[config.mk]
export PLATFORM = sky130hd
export DESIGN_NAME = game_controller
export DESIGN_NICKNAME = d
export VERILOG_FILES = /design/src/rtl/game_pkg.sv /design/src/rtl/game_controller_btn_edge.sv /design/src/rtl/game_controller.sv
export SDC_FILE = /design/constraint.sdc
export NUM_CORES = 1
export LEC_CHECK = 0
export ABC_AREA = 1
export BUFFER_PORTS_ARGS = -buffer_cell sky130_fd_sc_hd__buf_2
export CORE_MARGIN = 1
export CORE_UTILIZATION = 55
export DETAILED_ROUTE_END_ITERATION = 16
export PLACE_DENSITY = 0.79
export SETUP_SLACK_MARGIN = 0.2
export SLEW_MARGIN = 20
export SYNTH_ARGS = -nofsm -noshare
export SYNTH_HDL_FRONTEND = slang
export SYNTH_SLANG_ARGS = --single-unit
[constraint.sdc]
create_clock -name clk -period 3.5 [get_ports clk]
set_clock_uncertainty 0.05 [all_clocks]
set_input_delay 0 -clock clk [delete_from_list [all_inputs] [get_ports clk]]
set_output_delay 0 -clock clk [all_outputs]
set_load 0.05 [all_outputs]
[src/rtl/game_pkg.sv]
// Shared types and constants for the reaction game: controller states, the
// decoded generator mode bundle, and the hit positions seen by the pattern generator.
package game_pkg;

    localparam int LVL_W                = 3;
    localparam int DEF_MAX_LVL          = 4;
    localparam int DEF_FLASH_CYCLES     = 6;
    localparam int DEF_LIVES            = 3;
    localparam logic [2:0] DEF_HIT_S0   = 3'd2;
    localparam logic [2:0] DEF_HIT_S1   = 3'd6;

    typedef enum logic [2:0] {
        ST_IDLE,
        ST_PLAY,
        ST_CORRECT,
        ST_WRONG,
        ST_WIN
    } state_t;

    typedef struct packed {
        logic run;
        logic normal;
        logic flash_correct;
        logic flash_wrong;
        logic win;
    } ctrl_t;

    // Generator mode lines for each controller state.
    function automatic ctrl_t decode(input state_t st);
        ctrl_t c;
        c = '0;
        case (st)
            ST_IDLE:    c.run = 1'b1;
            ST_PLAY:    begin c.run = 1'b1; c.normal = 1'b1; end
            ST_CORRECT: c.flash_correct = 1'b1;
            ST_WRONG:   c.flash_wrong = 1'b1;
            ST_WIN:     begin c.flash_correct = 1'b1; c.win = 1'b1; end
            default:    c.run = 1'b1;
        endcase
        return c;
    endfunction

endpackage

[src/rtl/game_controller_btn_edge.sv]
// Button conditioner: two-flop synchronizer followed by a registered
// rising-edge detector giving one clk-wide pulse per press.
module btn_edge (
    input  logic clk,
    input  logic reset,
    input  logic btn,
    output logic press
);

    logic sync1, sync2, sync2_d;

    always_ff @(posedge clk) begin
        if (reset) begin
            sync1   <= 1'b0;
            sync2   <= 1'b0;
            sync2_d <= 1'b0;
            press   <= 1'b0;
        end else begin
            sync1   <= btn;
            sync2   <= sync1;
            sync2_d <= sync2;
            press   <= sync2 & ~sync2_d;
        end
    end

endmodule

[src/rtl/game_controller.sv]
// Reaction-game sequencer: judges presses against the sweep position and
// paces flashes by generator Cycle ticks. Optional lives feature: GAME_LIVES_EN.
//
//   state   | meaning
//   IDLE    | generator idle blink, waiting for a press to start
//   PLAY    | sweep running, next press is judged
//   CORRECT | hit flash, level advances on exit
//   WRONG   | miss flash, level (or a life) is lost on exit
//   WIN     | hit at top level, press returns to IDLE
module game_controller
    import game_pkg::*;
#(
    parameter int         MAX_LVL      = DEF_MAX_LVL,
    parameter int         FLASH_CYCLES = DEF_FLASH_CYCLES,
    parameter logic [2:0] HIT_S0       = DEF_HIT_S0,
    parameter logic [2:0] HIT_S1       = DEF_HIT_S1,
    parameter int         LIVES        = DEF_LIVES
) (
    input  logic             clk,
    input  logic             reset,
    input  logic             btn,
    input  logic             Cycle,
    input  logic [2:0]       S,
    output logic             Run,
    output logic             Normal,
    output logic             FlashCorrect,
    output logic             FlashWrong,
    output logic [LVL_W-1:0] lvl,
    output logic             win,
    output logic [1:0]       lives
);

    localparam logic [LVL_W-1:0] MAX_LVL_V = LVL_W'(MAX_LVL);
    localparam logic [3:0]       FLASH_V   = 4'(FLASH_CYCLES);
    localparam logic [1:0]       LIVES_V   = 2'(LIVES);

    logic       press;
    state_t     state;
    ctrl_t      ctrl;
    logic [3:0] flash_cnt;
    logic       hit;
    logic       flash_done;

    btn_edge u_btn (
        .clk   (clk),
        .reset (reset),
        .btn   (btn),
        .press (press)
    );

    assign hit        = (S == HIT_S0) || (S == HIT_S1);
    assign flash_done = (flash_cnt == FLASH_V);

`ifdef GAME_LIVES_EN
    logic [1:0] lives_q;
    logic       last_life;
    assign last_life = (lives_q == 2'd1);
    assign lives     = lives_q;

    always_ff @(posedge clk) begin
        if (reset) begin
            lives_q <= LIVES_V;
        end else if (state == ST_IDLE && press) begin
            lives_q <= LIVES_V;
        end else if (state == ST_WRONG && flash_done) begin
            lives_q <= last_life ? LIVES_V : lives_q - 2'd1;
        end
    end
`else
    // Constant zero; the AND keeps LIVES referenced in this build.
    assign lives = LIVES_V & 2'b00;
`endif

    always_ff @(posedge clk) begin
        if (reset) begin
            state     <= ST_IDLE;
            ctrl      <= decode(ST_IDLE);
            lvl       <= '0;
            flash_cnt <= '0;
        end else begin
            case (state)
                ST_IDLE: begin
                    if (press) begin
                        state <= ST_PLAY;
                        ctrl  <= decode(ST_PLAY);
                        lvl   <= '0;
                    end
                end
                ST_PLAY: begin
                    if (press) begin
                        flash_cnt <= '0;
                        if (hit && lvl >= MAX_LVL_V) begin
                            state <= ST_WIN;
                            ctrl  <= decode(ST_WIN);
                        end else if (hit) begin
                            state <= ST_CORRECT;
                            ctrl  <= decode(ST_CORRECT);
                        end else begin
                            state <= ST_WRONG;
                            ctrl  <= decode(ST_WRONG);
                        end
                    end
                end
                ST_CORRECT: begin
                    if (flash_done) begin
                        state <= ST_PLAY;
                        ctrl  <= decode(ST_PLAY);
                        if (lvl < MAX_LVL_V) lvl <= lvl + 1'b1;
                    end else if (Cycle) begin
                        flash_cnt <= flash_cnt + 4'd1;
                    end
                end
                ST_WRONG: begin
                    if (flash_done) begin
                        state <= ST_PLAY;
                        ctrl  <= decode(ST_PLAY);
`ifdef GAME_LIVES_EN
                        if (last_life) lvl <= '0;
`else
                        lvl <= '0;
`endif
                    end else if (Cycle) begin
                        flash_cnt <= flash_cnt + 4'd1;
                    end
                end
                ST_WIN: begin
                    if (press) begin
                        state <= ST_IDLE;
                        ctrl  <= decode(ST_IDLE);
                        lvl   <= '0;
                    end
                end
                default: begin
                    state <= ST_IDLE;
                    ctrl  <= decode(ST_IDLE);
                    lvl   <= '0;
                end
            endcase
        end
    end

    assign Run          = ctrl.run;
    assign Normal       = ctrl.normal;
    assign FlashCorrect = ctrl.flash_correct;
    assign FlashWrong   = ctrl.flash_wrong;
    assign win          = ctrl.win;

endmodule
==> results_dict.tcl, run 1 <==
set metrics [dict create \
    status "completed" \
    first_pass_iters 4 \
    num_antenna_cells 0 \
    cp-start-kind "flip-flop" \
    synth-seq-cells 18 \
    fp.dieW_um 42.3 \
    hpwlAfterDp_um 1310 \
    vias_per_cell 5.28 \
    finalHoldViolations 0 \
    nNetsFinal 157 \
    finalPower_mw 0.386 \
    core.rowCount 14 \
    hold_path_end "state[2]" \
    fin_util_pct 68.9 \
    detail-route-antenna-nets 0 \
    core_um2 1510 \
    dp.cells 153 \
    max_freq_mhz 501 \
    synth_cell_type_count 23 \
    wl_per_cell_um 11.0 \
    irDropWorstVdd_uv 264 \
    cts_sinks 18 \
    drt_iter0_drc 29 \
    yosysWarningCount 0 \
    syn_to_final_growth_pct 16.2 \
    critPathLaunch "flash_cnt[0]" \
    cts_max_level 1 \
    clock_latency_ps 300 \
    synth_top_area_cell "dfxtp_1" \
    die-area_um2 1790 \
    slew_violations 0 \
    yosysSeqAreaShare_pct 40.3 \
    grt_pass1_vias 762 \
    cts_resized 0 \
    r2r_slack_ps 1500 \
    grt_pass1_wl_um 3000 \
    hold_path_depth 5 \
    required_ps 3700 \
    crit_arrival_ps 2190 \
    drv_cap 0 \
    initial_utilization_pct 59.3 \
    antenna_found_initial 0 \
    fin_cells 162 \
    synth.avg_cell_area_um2 7.03 \
    finalSetupViolCount 0 \
    ys_top_cells_by_area "dfxtp_1, nand2_1, nor2_1, a21oi_1, inv_1" \
    netlist.area_leader.share_pct 40.3 \
    drc 0 \
    syn_inst 127 \
    p_leak_nw 0.457 \
    vias 856 \
    r2r_cells 9 \
    cts.clk_slew.worst_paths_ps 110 \
    io_buffers 13 \
    r2r_start "flash_cnt[0]" \
    worst_hold_startpoint "S[1]" \
    path_class "reg -> reg" \
    grtUsageTotal_pct 22.0 \
    finalSetupTns_ps 0 \
    worstHoldPathType "in -> reg" \
    fin_hold_ws_ps 32.4 \
    wirelength_um 1780 \
    cts_buffers 3 \
    rsz0062_at_grt "no" \
    drive_gt1_share_pct 18.5 \
    syn_area_um2 893 \
    power-per-cell-area_nw_per_um2 371 \
    cp_max_fo 6 \
    root_buffer "clkbuf_4" \
    fin_crit_sh_pct 57.0 \
    cp-end-kind "flip-flop" \
    cts_tree "built" \
    min_period_ps 2000 \
    ios 17 \
    gr-total-overflow 0 \
    place_congestion 0.796 \
    cts_buffer_depth 2 \
    fp.dieH_um 42.3 \
    rr_endpoint "FlashCorrect" \
    grt_max_degree 16 \
]
-- final cells by class --
type	count	area (um^2)
timing repair buffer	18	115
fill	132	468
clock buffer	4	36.3
multi-input combinational	91	450
sequential	18	360
tap	16	20.0
inverter	15	56.3
-- registers in the layout (all words and copies together) (netlist names) --
signal	count
FlashCorrect	1
state	3
u_btn.sync2_d	1
u_btn.press	1
flash_cnt	4
Normal	1
u_btn.sync1	1
lvl	3
u_btn.sync2	1
Run	1
FlashWrong	1
-- stage by stage --
stage	worst slack, ps	area [um^2]
2_1_floorplan	2010	897
3_3_place_gp	2120	952
3_5_place_dp	2050	952
4_1_cts	1570	1040
5_1_grt	1340	1040
6_report	1500	1040
-- how the worst max path moves through the flow --
stage,to,cells after the start,slack [ps]
6_report,FlashCorrect,9,1500
5_1_grt,FlashCorrect,9,1340
4_1_cts,FlashCorrect,9,1570
3_5_place_dp,lvl[0],9,2050
3_3_place_gp,lvl[0],9,2120
2_1_floorplan,FlashCorrect,6,2010
-- Yosys cell counts --
cell type and number:
nor2_2 1, nand3_2 1, nor2_1 21, nand2_2 2
o21ai_2 2, o21ai_1 2, nand4_1 3, dfxtp_1 18
nand3_1 8, conb_1 1, nor3_2 1, buf_4 2
o21ai_0 1, xnor2_1 2, clkbuf_1 1, nor3_1 2
inv_1 12, inv_2 3, a21oi_1 13, nand2_1 26
buf_6 1, ha_1 3, or2_1 1
-- cell families (layout without fill, tap and decap cells) --
group                      count (synthesis)  in the layout  synth area share (%)
adders and majority gates                  3              3                  4.20
AOI/OAI and AO/OA                         18             18                  10.9
and+or+nand+nor                           66             66                  32.5
xor gates and xnor gates                   2              2                  1.96
other                                      1              2                 0.420
buffers and inverters                     19             37                  9.66
DFF                                       18             18                  40.3
-- where the power goes --
group	switching (mW)	total, mW	internal [mW]
Clock	0.0667	0.130	0.0635
Sequential	0.00287	0.212	0.209
Combinational	0.0299	0.0433	0.0133
-- metal layers --
layer | GRT usage [%] | up-vias | wire length (um)
li1 | - | 443 | -
met1 | 25.1 | 389 | 812
met2 | 37.2 | 20 | 871
met3 | 4.31 | 4 | 65
met4 | 13.8 | 0 | 29
met5 | 0 | - | 0
-- cell usage in the layout (no fill, tap or decap), types with 5 or more instances in the layout --
| cell | count |
|---|---|
| a21oi_1 | 13 |
| buf_2 | 13 |
| dfxtp_1 | 18 |
| dlygate4sd3_1 | 5 |
| inv_1 | 12 |
| nand2_1 | 26 |
| nand3_1 | 8 |
| nor2_1 | 21 |
-- critical path, cell delays in order, from the launching register on --
cell           delay (ps)
dfxtp_1               370
inv_1                  80
ha_1                  130
nand2_1                90
o21ai_2               210
nand2_2               140
inv_2                 100
nand3_1                70
a21oi_1               150
dlygate4sd3_1         570
-- repair_timing --
action / in CTS / in global routing
endpoints found under the hold margin: 6 / 0
hold buffers: 5 / 0
setup buffers: 0 / 0
(Power assumes the default switching activity.)
==> inputs of run 2 (changes only) <==
- CORE_UTILIZATION: 55 -> 52
- PLACE_DENSITY: 0.79 -> 0.76
- clock period: 3.5 -> 1.9 ns (I/O delays scaled with it)
==> run 2 against run 1 <==
Effect of this change: the run now ends with design-rule violations left; global-route usage fell by 1.2 points; die area rose by 5.5%; register-to-register slack lost 1000 ps; sequential share of layout area up 0.34 points; highest routed layer unchanged.
==> results_dict.tcl, run 2 (same netlist as run 1, synthesis figures left out) <==
set metrics [dict create \
    status "complete, but fails checks" \
    violations "design-rule violations" \
    multi_input_area_um2 450 \
    cts_buffers 3 \
    first_pass_iters 10 \
    hold_path_depth 5 \
    drive_gt1_share_pct 18.6 \
    rr_endpoint "lvl[0]" \
    cp-end-kind "flip-flop" \
    slew_violations 0 \
    cp_num_buf_inv 0 \
    p_sw_mw 0.186 \
    worst_hold_startpoint "S[1]" \
    syn_to_final_growth_pct 15.1 \
    initial_utilization_pct 57.3 \
    worstHoldPathType "in -> reg" \
    grtUsageTotal_pct 20.8 \
    seqCellArea_um2 360 \
    core_um2 1560 \
    core.rowCount 14 \
    wirelength_um 1700 \
    wl_per_cell_um 10.5 \
    nNetsFinal 156 \
    fin_crit_sh_pct 75.4 \
    finalSetupTns_ps 0 \
    irDropWorstVdd_uv 448 \
    regMostFlops "flash_cnt" \
    fillers 145 \
    r2r_start "flash_cnt[1]" \
    r2r_slack_ps 470 \
    gr-total-overflow 0 \
    drt_iter0_drc 17 \
    final_cell_mix "nand2_1, nor2_1, dfxtp_1" \
    clock_latency_ps 300 \
    path_cells "ha_1, nand2_1, o21ai_2, nand2_1, nor2_2, nand2_1, nand2_1, nor2_1" \
    antenna_found_initial 0 \
    io_buffers 13 \
    cpMostUsedCell "nand2_1" \
    die-area_um2 1890 \
    max_freq_mhz 698 \
    p_seq_share_pct 54.8 \
    cpLargestDelayFamily "simple AND/OR/NAND/NOR gates" \
    rsz0062_at_grt "no" \
    place_congestion 0.820 \
    power-per-cell-area_nw_per_um2 693 \
    swShare_pct 26.1 \
    grt_pass1_wl_um 2900 \
    required_ps 2060 \
    cp_max_fo 4 \
    cts_buffer_depth 2 \
    min_period_ps 1430 \
    cp-start-kind "flip-flop" \
    p_comb_share_pct 11.1 \
    root_buffer "clkbuf_4" \
    critical-path-slowest-cell "dfxtp_1" \
    hold_path_end "FlashCorrect" \
    vias 852 \
    largest_reg_flops 4 \
    dp.cells 153 \
    grt_pass1_vias 729 \
    cts_max_level 1 \
    hpwlAfterDp_um 1250 \
    finalSetupViolCount 0 \
    fp.dieH_um 43.5 \
    grt_max_degree 16 \
    fin_cells 161 \
    top_regs "flash_cnt x4, lvl x3, state x3" \
    final_common_cell "nand2_1" \
    vias_per_cell 5.29 \
    fp.dieW_um 43.5 \
    postCtsSetupBuffers 0 \
    num_antenna_cells 0 \
    cts_sinks 18 \
    p_leak_nw 0.450 \
    crit_arrival_ps 1600 \
    ios 17 \
    p_clk_share_pct 34.0 \
    fin_util_pct 66.0 \
    r2r_cells 8 \
    detail-route-antenna-nets 0 \
    path_class "reg -> reg" \
    p_int_mw 0.527 \
    finalHoldViolations 0 \
    cts_tree "built" \
    cts.clk_slew.worst_paths_ps 110 \
    drc 2 \
    cts_resized 0 \
    finalPower_mw 0.713 \
    drv_cap 0 \
    slowest_delay_ps 420 \
]
run 2: cell type report:
cell class | count | area share (%)
Multi-Input combinational cell | 91 | 43.8
Timing Repair Buffer | 17 | 10.2
Tap cell | 16 | 1.95
Clock buffer | 4 | 3.53
Inverter | 15 | 5.47
Sequential cell | 18 | 35.0
run 2: power by group through the flow:
stage / registers, mW / clock network [mW] / logic (mW)
floorplan: 0.415 / 0 / 0.0438
global placement: 0.400 / 0 / 0.0715
detailed placement: 0.400 / 0 / 0.0726
CTS: 0.391 / 0.246 / 0.0792
global route: 0.392 / 0.262 / 0.0876
finish: 0.391 / 0.243 / 0.0792
run 2: worst max path at each step:
stage / start / to / slack, ps / cells past startpoint
CTS: flash_cnt[0] / flash_cnt[3] / 460 / 9
detailed placement: flash_cnt[1] / lvl[1] / 480 / 8
global placement: flash_cnt[0] / lvl[1] / 530 / 9
floorplan: state[2] / FlashCorrect / 410 / 6
finish: flash_cnt[1] / lvl[0] / 470 / 8
global route: flash_cnt[1] / lvl[0] / 340 / 8
run 2: through the flow:
stage	setup slack [ps]	cell area [um^2]	hold WS (ps)
2_1_floorplan	407	897	19.1
3_3_place_gp	528	952	154
3_5_place_dp	482	952	159
4_1_cts	464	1030	30.2
5_1_grt	340	1030	63.8
6_report	467	1030	40.2
run 2: repair_timing:
action / in CTS / in global routing
endpoints found under the hold margin: 8 / 0
hold buffers: 4 / 0
endpoints found under the setup margin: 0 / 0
run 2: worst reg2reg max path, stage by stage (launching register included):
cell	delay, ps
dfxtp_1	420
ha_1	170
nand2_1	90
o21ai_2	190
nand2_1	90
nor2_2	180
nand2_1	70
nand2_1	60
nor2_1	40
run 2: routing by layer:
metal / part of all wire, % / global-route usage, % / vias to the layer above
li1: - / - / 437
met1: 43 / 23.2 / 391
met2: 51 / 36.4 / 22
met3: 4.7 / 5.42 / 2
met4: 0.77 / 10.6 / 0
met5: 0 / 0 / -
==> inputs of run 3 (changes only) <==
- ABC_AREA: 1 -> 0
- CORE_UTILIZATION: 52 -> 48
- PLACE_DENSITY: 0.76 -> 0.73
- clock period: 1.9 -> 1.3 ns (I/O delays scaled with it)
==> run 3 against run 2 <==
Effect of this change: critical path depth down 2; synthesized cell count down 22%; wire length up 22%; register-to-register slack worse by 530 ps; cell area up 24%; sequential share of layout area down 5.4 points; non-clock buffer count up 17; the flow finishes with violations (negative setup slack); utilization up 4.2 points; clock power up 44%; combinational power up 20%.
==> results_dict.tcl, run 3 <==
set metrics [dict create \
    detail-route-antenna-nets 0 \
    finalPower_mw 1.01 \
    num_antenna_cells 0 \
    hpwlAfterDp_um 1380 \
    core.rowCount 15 \
    cts_buffers 3 \
    ys_top_cells_by_area "dfxtp_1, mux2i_1, ha_1, nand2b_1, nor2b_1" \
    fin_hold_ws_ps 28.1 \
    netlist.area_leader.share_pct 37.1 \
    design_area_um2 1280 \
    io_buffers 13 \
    yosysSeqAreaShare_pct 37.1 \
    worstHoldPathType "in -> reg" \
    gr-total-overflow 0 \
    irDropWorstVdd_uv 817 \
    fin_ws_ps -62.5 \
    cp-start-kind "flip-flop" \
    nNetsFinal 141 \
    syn_area_um2 972 \
    synth_cell_type_count 40 \
    crit_arrival_ps 1500 \
    finalHoldViolations 0 \
    drv_cap 0 \
    wirelength_um 2060 \
    fin_util_pct 70.2 \
    largest_reg_flops 4 \
    grt_pass1_wl_um 3180 \
    pre_cts_ws_ps -101 \
    vias 813 \
    vias_per_cell 5.25 \
    grt_pass1_vias 787 \
    wl_per_cell_um 13.3 \
    root_buffer "clkbuf_4" \
    place_congestion 0.761 \
    syn_inst 99 \
    drt_iter0_drc 12 \
    async_flop_share_pct 0 \
    required_ps 1440 \
    fp.dieH_um 47.0 \
    yosysWarningCount 0 \
    drive_gt1_share_pct 47.7 \
    cts_max_level 1 \
    p_leak_nw 0.530 \
    cts_tree "built" \
    ys_top_cells_by_count "dfxtp_1, nor2_1, nand2b_1, nor2b_1, nand2_1" \
    drc 0 \
    cts_buffer_depth 2 \
    clock_latency_ps 300 \
    cp_max_fo 7 \
    ios 17 \
    synth_top_area_cell "dfxtp_1" \
    min_period_ps 1360 \
    final_common_cell "buf_4" \
    first_pass_iters 4 \
    rsz0062_at_grt "yes" \
    violations "negative setup slack" \
    core_um2 1820 \
    power-per-cell-area_nw_per_um2 787 \
    synthFlopType "dfxtp_1" \
    synth-edff-count 0 \
    initial_utilization_pct 53.4 \
    status "complete, but fails checks" \
    synth.avg_cell_area_um2 9.82 \
    fin_crit_sh_pct 105 \
    placed_cell_area_um2 1130 \
    finalSetupViolCount 9 \
    top_regs "flash_cnt x4, lvl x3, state x3" \
    cp-end-kind "flip-flop" \
    cts.clk_slew.worst_paths_ps 110 \
    antenna_found_initial 0 \
    grtUsageTotal_pct 20.6 \
    grt_max_degree 21 \
    cts_sinks 18 \
    syn_to_final_growth_pct 31.4 \
    regMostFlops "flash_cnt" \
    synth.most_common_cell "dfxtp_1" \
    fp.dieW_um 47.0 \
    path_class "reg -> reg" \
    synth-seq-cells 18 \
    max_freq_mhz 734 \
    slew_violations 0 \
    die-area_um2 2210 \
    final_cell_mix "buf_4, buf_2, dfxtp_1" \
]
run 3: changes by cell type after synthesis, sizes merged, moves of 4 or more:
cell,change
a21oi,-8
inv,-13
mux2i,+4
nand2,-23
nand2b,+6
nand3,-5
nor2,-12
nor2b,+7
run 3: logic make-up (layout without fill, tap and decap cells):
logic type,count (synthesis),after routing,synth area share [%]
mux,4,4,4.12
buf+inv,10,40,8.11
other cells,1,2,0.386
flops,18,18,37.1
simple gates,45,45,29.5
fa+ha+maj,3,3,3.86
compound gates,18,18,17.0
run 3: path summary, 6_finish.rpt:
check,start,endpoint,slack [ps],depth (start not counted)
setup / recovery,flash_cnt[0],state[0],-60,6
hold reg to reg,u_btn.sync2_d,u_btn.press,380,1
hold / removal,reset,state[0],30,2
setup reg to reg,flash_cnt[0],state[0],-60,6
run 3: repair_timing:
action,4_1_cts,5_1_grt
endpoints found under the hold margin,4,0
hold buffers,3,0
pin swaps,3,9
gates resized for setup,7,11
setup endpoints to repair,15,15
buffers inserted,2,3
run 3: area by class of cell:
cell class	instances	area, um^2
Timing Repair Buffer	34	253
Multi-Input combinational cell	72	571
Clock buffer	4	36.3
Sequential cell	18	379
Tap cell	25	31.3
Inverter	2	7.51
Fill cell	130	543
run 3: critical path, stage by stage (launching register included):
cell and delay [ps]:
dfxtp_2 340, inv_2 60, ha_4 130, nand3b_4 130, a21oi_4 270, mux2i_1 220, nor2_1 50
run 3: layer usage:
layer	track usage [%]	routed length [um]	share of wire [%]	vias up
li1	-	-	-	405
met1	25.6	905	44	378
met2	32.8	1030	50	23
met3	3.46	76	3.7	7
met4	13.1	50	2.4	0
met5	0	0	0	-
run 3: through the flow:
stage          setup TNS [ps]  cells
2_1_floorplan            -271    100
3_5_place_dp             -541    143
4_1_cts                  -158    152
5_1_grt                  -918    155
3_3_place_gp             -223    143
6_report                 -310    155
run 3: where the power goes:
part / internal (mW) / leakage [nW] / switching, mW
Combinational: 0.0420 / 0.358 / 0.0533
Sequential: 0.553 / 0.151 / 0.00509
Clock: 0.171 / 0.0210 / 0.180
